### config.mk
export PLATFORM = sky130hd
export DESIGN_NAME = vx_tensor_mac_unit
export DESIGN_NICKNAME = d
export VERILOG_FILES = /design/src/rtl/vx_tensor_mac_unit.sv
export SDC_FILE = /design/constraint.sdc
export NUM_CORES = 2
export LEC_CHECK = 0
export ABC_CLOCK_PERIOD_IN_PS = 18900
export BUFFER_PORTS_ARGS = -buffer_cell sky130_fd_sc_hd__buf_2
export CAP_MARGIN = 20
export CELL_PAD_IN_SITES_DETAIL_PLACEMENT = 0
export CELL_PAD_IN_SITES_GLOBAL_PLACEMENT = 1
export CORE_MARGIN = 3
export CORE_UTILIZATION = 56
export CTS_CLUSTER_SIZE = 12
export DETAILED_ROUTE_END_ITERATION = 10
export PLACE_DENSITY = 0.92
export SKIP_LAST_GASP = 1
export SLEW_MARGIN = 20
export SYNTH_ARGS = -nofsm -noshare
export SYNTH_HDL_FRONTEND = slang
export SYNTH_SLANG_ARGS = --single-unit
### constraint.sdc
create_clock -name clk -period 18.9 [get_ports clk]
set_input_delay 0.945 -clock clk [delete_from_list [all_inputs] [get_ports clk]]
set_output_delay 0.945 -clock clk [all_outputs]
set_load 0.05 [all_outputs]
### src/rtl/vx_tensor_mac_unit.sv
// vx_tensor_mac_unit
//   Sequential DIM x DIM matrix multiply-accumulate unit: C = A*B or C += A*B.
//   A and B are streamed in as element pairs in row-major order. The unit then
//   performs one MAC per cycle for DIM^3 cycles and streams C out in row-major
//   order. C persists between operations, so accumulate=1 chains results.
//
// Ports
//   clk        i  sole clock, rising edge
//   reset      i  asynchronous, active-high
//   start      i  operation request, sampled only in IDLE
//   accumulate i  mode sampled with start: 1 = C+=A*B, 0 = C=A*B
//   busy       o  high whenever the unit is not IDLE
//   in_valid   i  A/B element pair valid
//   in_a       i  element of A (row-major)
//   in_b       i  element of B (row-major)
//   in_ready   o  pair accepted this cycle when in_valid is high (LOAD only)
//   out_valid  o  out_data holds a C element (STORE only)
//   out_data   o  element of C (row-major), zero outside STORE
//   out_ready  i  consumer accepts out_data
//   done       o  one-cycle pulse after the last C element is taken
module vx_tensor_mac_unit #(
  parameter int unsigned DIM   = 2,
  parameter int unsigned DATAW = 32
) (
  input  logic             clk,
  input  logic             reset,
  input  logic             start,
  input  logic             accumulate,
  output logic             busy,
  input  logic             in_valid,
  input  logic [DATAW-1:0] in_a,
  input  logic [DATAW-1:0] in_b,
  output logic             in_ready,
  output logic             out_valid,
  output logic [DATAW-1:0] out_data,
  input  logic             out_ready,
  output logic             done
);

  localparam int unsigned NumElem = DIM * DIM;
  localparam int unsigned IdxW    = $clog2(NumElem);
  localparam int unsigned LoopW   = $clog2(DIM);

  localparam logic [IdxW-1:0]  LastIdx  = IdxW'(NumElem - 1);
  localparam logic [LoopW-1:0] LastLoop = LoopW'(DIM - 1);
  localparam logic [IdxW-1:0]  DimIdx   = IdxW'(DIM);

  typedef enum logic [1:0] {
    StIdle,
    StLoad,
    StExec,
    StStore
  } state_e;

  state_e           state_q;
  logic             acc_q;        // latched accumulate mode
  logic             first_q;      // first EXEC cycle: conditional clear of C
  logic [IdxW-1:0]  idx_q;        // element counter for LOAD and STORE
  logic [LoopW-1:0] i_q, j_q, k_q;
  logic             busy_q, in_ready_q, out_valid_q, done_q;

  logic [DATAW-1:0] a_q [NumElem];
  logic [DATAW-1:0] b_q [NumElem];
  logic [DATAW-1:0] c_q [NumElem];

  logic [IdxW-1:0]  a_sel, b_sel, c_sel;
  logic [DATAW-1:0] prod;
  logic [DATAW-1:0] c_base;
  logic [DATAW-1:0] mac_sum;
  logic             exec_last;

  // MAC datapath: C[i][j] += A[i][k] * B[k][j]. Product truncates to DATAW and
  // the sum wraps; on the first EXEC cycle of a non-accumulating operation the
  // old C[0][0] is replaced by zero so the clear and the first MAC share a cycle.
  always_comb begin
    a_sel     = IdxW'(i_q) * DimIdx + IdxW'(k_q);
    b_sel     = IdxW'(k_q) * DimIdx + IdxW'(j_q);
    c_sel     = IdxW'(i_q) * DimIdx + IdxW'(j_q);
    prod      = a_q[a_sel] * b_q[b_sel];
    c_base    = (first_q && !acc_q) ? '0 : c_q[c_sel];
    mac_sum   = c_base + prod;
    exec_last = (i_q == LastLoop) && (j_q == LastLoop) && (k_q == LastLoop);
  end

  always_ff @(posedge clk or posedge reset) begin
    if (reset) begin
      state_q     <= StIdle;
      acc_q       <= 1'b0;
      first_q     <= 1'b0;
      idx_q       <= '0;
      i_q         <= '0;
      j_q         <= '0;
      k_q         <= '0;
      busy_q      <= 1'b0;
      in_ready_q  <= 1'b0;
      out_valid_q <= 1'b0;
      done_q      <= 1'b0;
      for (int e = 0; e < int'(NumElem); e++) begin
        a_q[e] <= '0;
        b_q[e] <= '0;
        c_q[e] <= '0;
      end
    end else begin
      done_q <= 1'b0;
      unique case (state_q)
        StIdle: begin
          if (start) begin
            acc_q      <= accumulate;
            idx_q      <= '0;
            busy_q     <= 1'b1;
            in_ready_q <= 1'b1;
            state_q    <= StLoad;
          end
        end

        StLoad: begin
          if (in_valid && in_ready_q) begin
            a_q[idx_q] <= in_a;
            b_q[idx_q] <= in_b;
            if (idx_q == LastIdx) begin
              idx_q      <= '0;
              in_ready_q <= 1'b0;
              first_q    <= 1'b1;
              i_q        <= '0;
              j_q        <= '0;
              k_q        <= '0;
              state_q    <= StExec;
            end else begin
              idx_q <= idx_q + 1'b1;
            end
          end
        end

        StExec: begin
          first_q <= 1'b0;
          if (first_q && !acc_q) begin
            for (int e = 0; e < int'(NumElem); e++) begin
              c_q[e] <= '0;
            end
          end
          // Later assignment wins over the clear above for the active element.
          c_q[c_sel] <= mac_sum;
          // k innermost, then j, then i.
          if (k_q == LastLoop) begin
            k_q <= '0;
            if (j_q == LastLoop) begin
              j_q <= '0;
              i_q <= i_q + 1'b1;
            end else begin
              j_q <= j_q + 1'b1;
            end
          end else begin
            k_q <= k_q + 1'b1;
          end
          if (exec_last) begin
            i_q         <= '0;
            idx_q       <= '0;
            out_valid_q <= 1'b1;
            state_q     <= StStore;
          end
        end

        StStore: begin
          if (out_ready) begin
            if (idx_q == LastIdx) begin
              idx_q       <= '0;
              out_valid_q <= 1'b0;
              busy_q      <= 1'b0;
              done_q      <= 1'b1;
              state_q     <= StIdle;
            end else begin
              idx_q <= idx_q + 1'b1;
            end
          end
        end

        default: state_q <= StIdle;
      endcase
    end
  end

  assign busy      = busy_q;
  assign in_ready  = in_ready_q;
  assign out_valid = out_valid_q;
  assign done      = done_q;
  // C is stable during STORE, so the selected element holds until handshake.
  assign out_data  = out_valid_q ? c_q[idx_q] : '0;

endmodule

==> flow_summary.yaml <==
pwr:
  leakage_nw: 19.3
  ir_drop_mv: 0.0725
  finalPower_w: 0.00168
  p_per_area_nw_per_um2: 44.4
worst_setup_path:
  cp-endpoint: "c_q[95]"
  path_delay_family: "adder cells"
  required_ps: 19370
  startpoint: "j_q"
  cp-start-kind: "flip-flop"
  cp_num_cells: 31
  path_buf_inv: 8
  critPathKind: "flip-flop to flip-flop"
  r2r-start: "j_q"
  critPathMaxFanout: 51
  critPathMaxStageDelay_ps: 760
  crit_path_top_delay_cell: "buf_4"
  r2r_end: "c_q[95]"
  endpoint_kind: "flip-flop"
  crit_top_cell: "fa_1"
  r2r_cells: 31
  arrival_ps: 11010
  ff2ff_setup_slack_ps: 8360
timing:
  setup_tns_ps: 0
  period_minus_slack_ps: 10540
  finalSetupViolCount: 0
  worst_pin_slew_ps: 1180
  finalCritPeriodShare: 0.558
  fmax_mhz: 94.9
  finalClockSkew_ps: 26.1
  setup_slack_ps: 8360
  max_slew_margin: 0.215
  slew_viol_final: 0
  hold_viol: 0
  grt_setup_unrepaired: "no"
floorplan:
  fp.dieW_microns: 257
  core_sq_um: 61900
  die_h_microns: 257
  ioPinCount: 106
  start_util: 0.568
  dieArea_sq_um: 65800
  rows: 91
routing:
  dr.pass1.iters: 5
  ant_nets: 0
  vias_per_cell: 5.91
  remaining_drc_errors: 0
  num_vias: 24396
  avgRoutedWirePerCell_microns: 22.6
  routed_wirelength_mm: 93.3
  drtIter0Drc: 1966
global_routing:
  grt.total_usage: 0.290
  grt_pass1_vias: 26783
  gr-total-overflow: 0
  antenna_found_initial: 3
  grt_pass1_wl_mm: 149
  grt_max_degree: 182
cts:
  clock_latency_ps: 580
  cts_buffers: 43
  htreeDepth: 2
  ctsRootBufferMaster: "clkbuf_16"
  cts_tree: "built"
  post_cts_resized: 0
  post_cts_buffers: 0
  hold_buffers: 0
  max-clock-path-buffers: 3
  cts.sinks: 397
  path_clk_slew_ps: 60
outcome:
  run_status: "completed"
final_layout:
  final_cell_mix: "inv_1, fa_1, dfrtp_1, nand2_1, nor2_1"
  area_growth_pct: 7.83
  nNetsFinal: 3906
  final_common_cell: "inv_1"
  nFillCells: 5001
  drive_gt1_frac: 0.191
  fin_area_sq_um: 37900
yosys:
  yosysWarningCount: 0
  synth_edf_count: 0
  yosys_register_bits: 397
  postSynthAreaPerCell_sq_um: 10.9
  netlist_instances: 3223
  syn_area_sq_um: 35200
  ys_seq_area_frac: 0.282
  syn_nets: 3863
  async_flop_share: 1.00
  synth_cell_types: 55
  ys.flop_type: "dfrtp_1"
placed_design:
  place.gp.congestion: 0.917
  dpl.hpwl_mm: 69.2
  dpl_cell_area_sq_um: 36500
  portBuffers: 105
  dp_slack_ps: 8460
hold_path:
  hp-class: "flip-flop to flip-flop"
run:
  maxCapViolations: 0
## logic make-up after synthesis
group,synth area share
xor gates and xnor gates,0.0220
buffers and inverters,0.0747
muxes,0.181
adders and majority gates,0.296
and+or+nand+nor,0.0935
DFF,0.282
AOI/OAI and AO/OA,0.0504
## worst min-delay path by stage
stage | from | endpoint | slack [ps] | depth (start not counted)
3_3_place_gp | c_q[4] | c_q[4] | 480 | 2
3_5_place_dp | b_q[56] | b_q[56] | 490 | 1
6_report | a_q[58] | a_q[58] | 500 | 1
5_1_grt | a_q[55] | a_q[55] | 510 | 1
4_1_cts | a_q[58] | a_q[58] | 500 | 1
2_1_floorplan | c_q[60] | c_q[60] | 460 | 2
## report_power, final
group / switching (W) / internal, W / total [W]
Combinational: 0.0000243 / 0.00000638 / 0.0000307
Sequential: 0 / 0.000850 / 0.000850
Clock: 0.000339 / 0.000463 / 0.000802
## sequential cells by signal, indices dropped and copies added (netlist names)
signal	count
k_q	1
c_q	128
idx_q	2
done	1
a_q	128
j_q	1
acc_q	1
state_q	2
in_ready	1
busy	1
i_q	1
b_q	128
out_valid	1
first_q	1
## routing by layer
metal	routed length [microns]	GRT usage	share of wire	vias up
met3	6960	0.0560	0.075	214
li1	-	-	-	10408
met2	46400	0.488	0.50	1005
met1	36500	0.379	0.39	12765
met4	3410	0.0997	0.037	4
met5	21	0	0.00023	-
## area by class of cell
type / instances / area (sq um) / area share
Antenna cell: 1 / 2.50 / 0.0000660
Timing Repair Buffer: 157 / 972 / 0.0256
Multi-Input combinational cell: 2153 / 22700 / 0.599
Inverter: 514 / 1940 / 0.0511
Sequential cell: 397 / 9950 / 0.262
Tap cell: 837 / 1050 / 0.0276
Clock inverter: 11 / 135 / 0.00356
Clock buffer: 60 / 1180 / 0.0311
## worst reg2reg max path, delay by kind of cell, from the launching register on
kind                       cells  cell delay [ps]
adders and majority gates      9             4370
AOI/OAI and AO/OA              8             2000
and+or+nand+nor                4             1090
xor gates and xnor gates       1              180
muxes                          1              410
DFF                            1              700
buffers and inverters          8             1670
## Yosys cell counts, types with 3 or more instances
| cell | n | share of area |
|---|---|---|
| inv_1 | 514 | 0.055 |
| fa_1 | 438 | 0.25 |
| dfrtp_1 | 397 | 0.28 |
| nand2_1 | 320 | 0.034 |
| nor2_1 | 306 | 0.033 |
| mux2_2 | 281 | 0.090 |
| ha_1 | 132 | 0.047 |
| clkbuf_1 | 118 | 0.013 |
| a22o_1 | 104 | 0.026 |
| and2_1 | 102 | 0.018 |
| mux4_2 | 98 | 0.063 |
| mux2i_1 | 93 | 0.026 |
| xnor2_1 | 66 | 0.016 |
| o21ai_0 | 43 | 0.0061 |
| a21oi_1 | 37 | 0.0053 |
| buf_1 | 20 | 0.0021 |
| xor2_1 | 18 | 0.0045 |
| nand2b_1 | 15 | 0.0027 |
| o21ai_1 | 11 | 0.0016 |
| buf_6 | 10 | 0.0032 |
| o211ai_1 | 8 | 0.0017 |
| o21bai_1 | 8 | 0.0017 |
| a21o_1 | 7 | 0.0015 |
| nor2b_1 | 7 | 0.0012 |
| buf_2 | 6 | 0.00085 |
| o21a_1 | 6 | 0.0013 |
| or2_2 | 6 | 0.0011 |
| buf_4 | 5 | 0.0011 |
| nor3_1 | 4 | 0.00057 |
| o31ai_1 | 4 | 0.00085 |
| a211o_1 | 3 | 0.00075 |
| a211oi_1 | 3 | 0.00064 |
| and3_1 | 3 | 0.00053 |
| nand3_1 | 3 | 0.00043 |
## stage by stage
stage               std cells   util  hold slack, ps
floorplan                3223      -             460
CTS                      4127  0.611             499
detailed placement       4056  0.590             488
global placement         4056  0.590             475
global route             4129  0.612             509
finish                   4130  0.612             499
No activity file was read; power rests on OpenSTA's default activity.
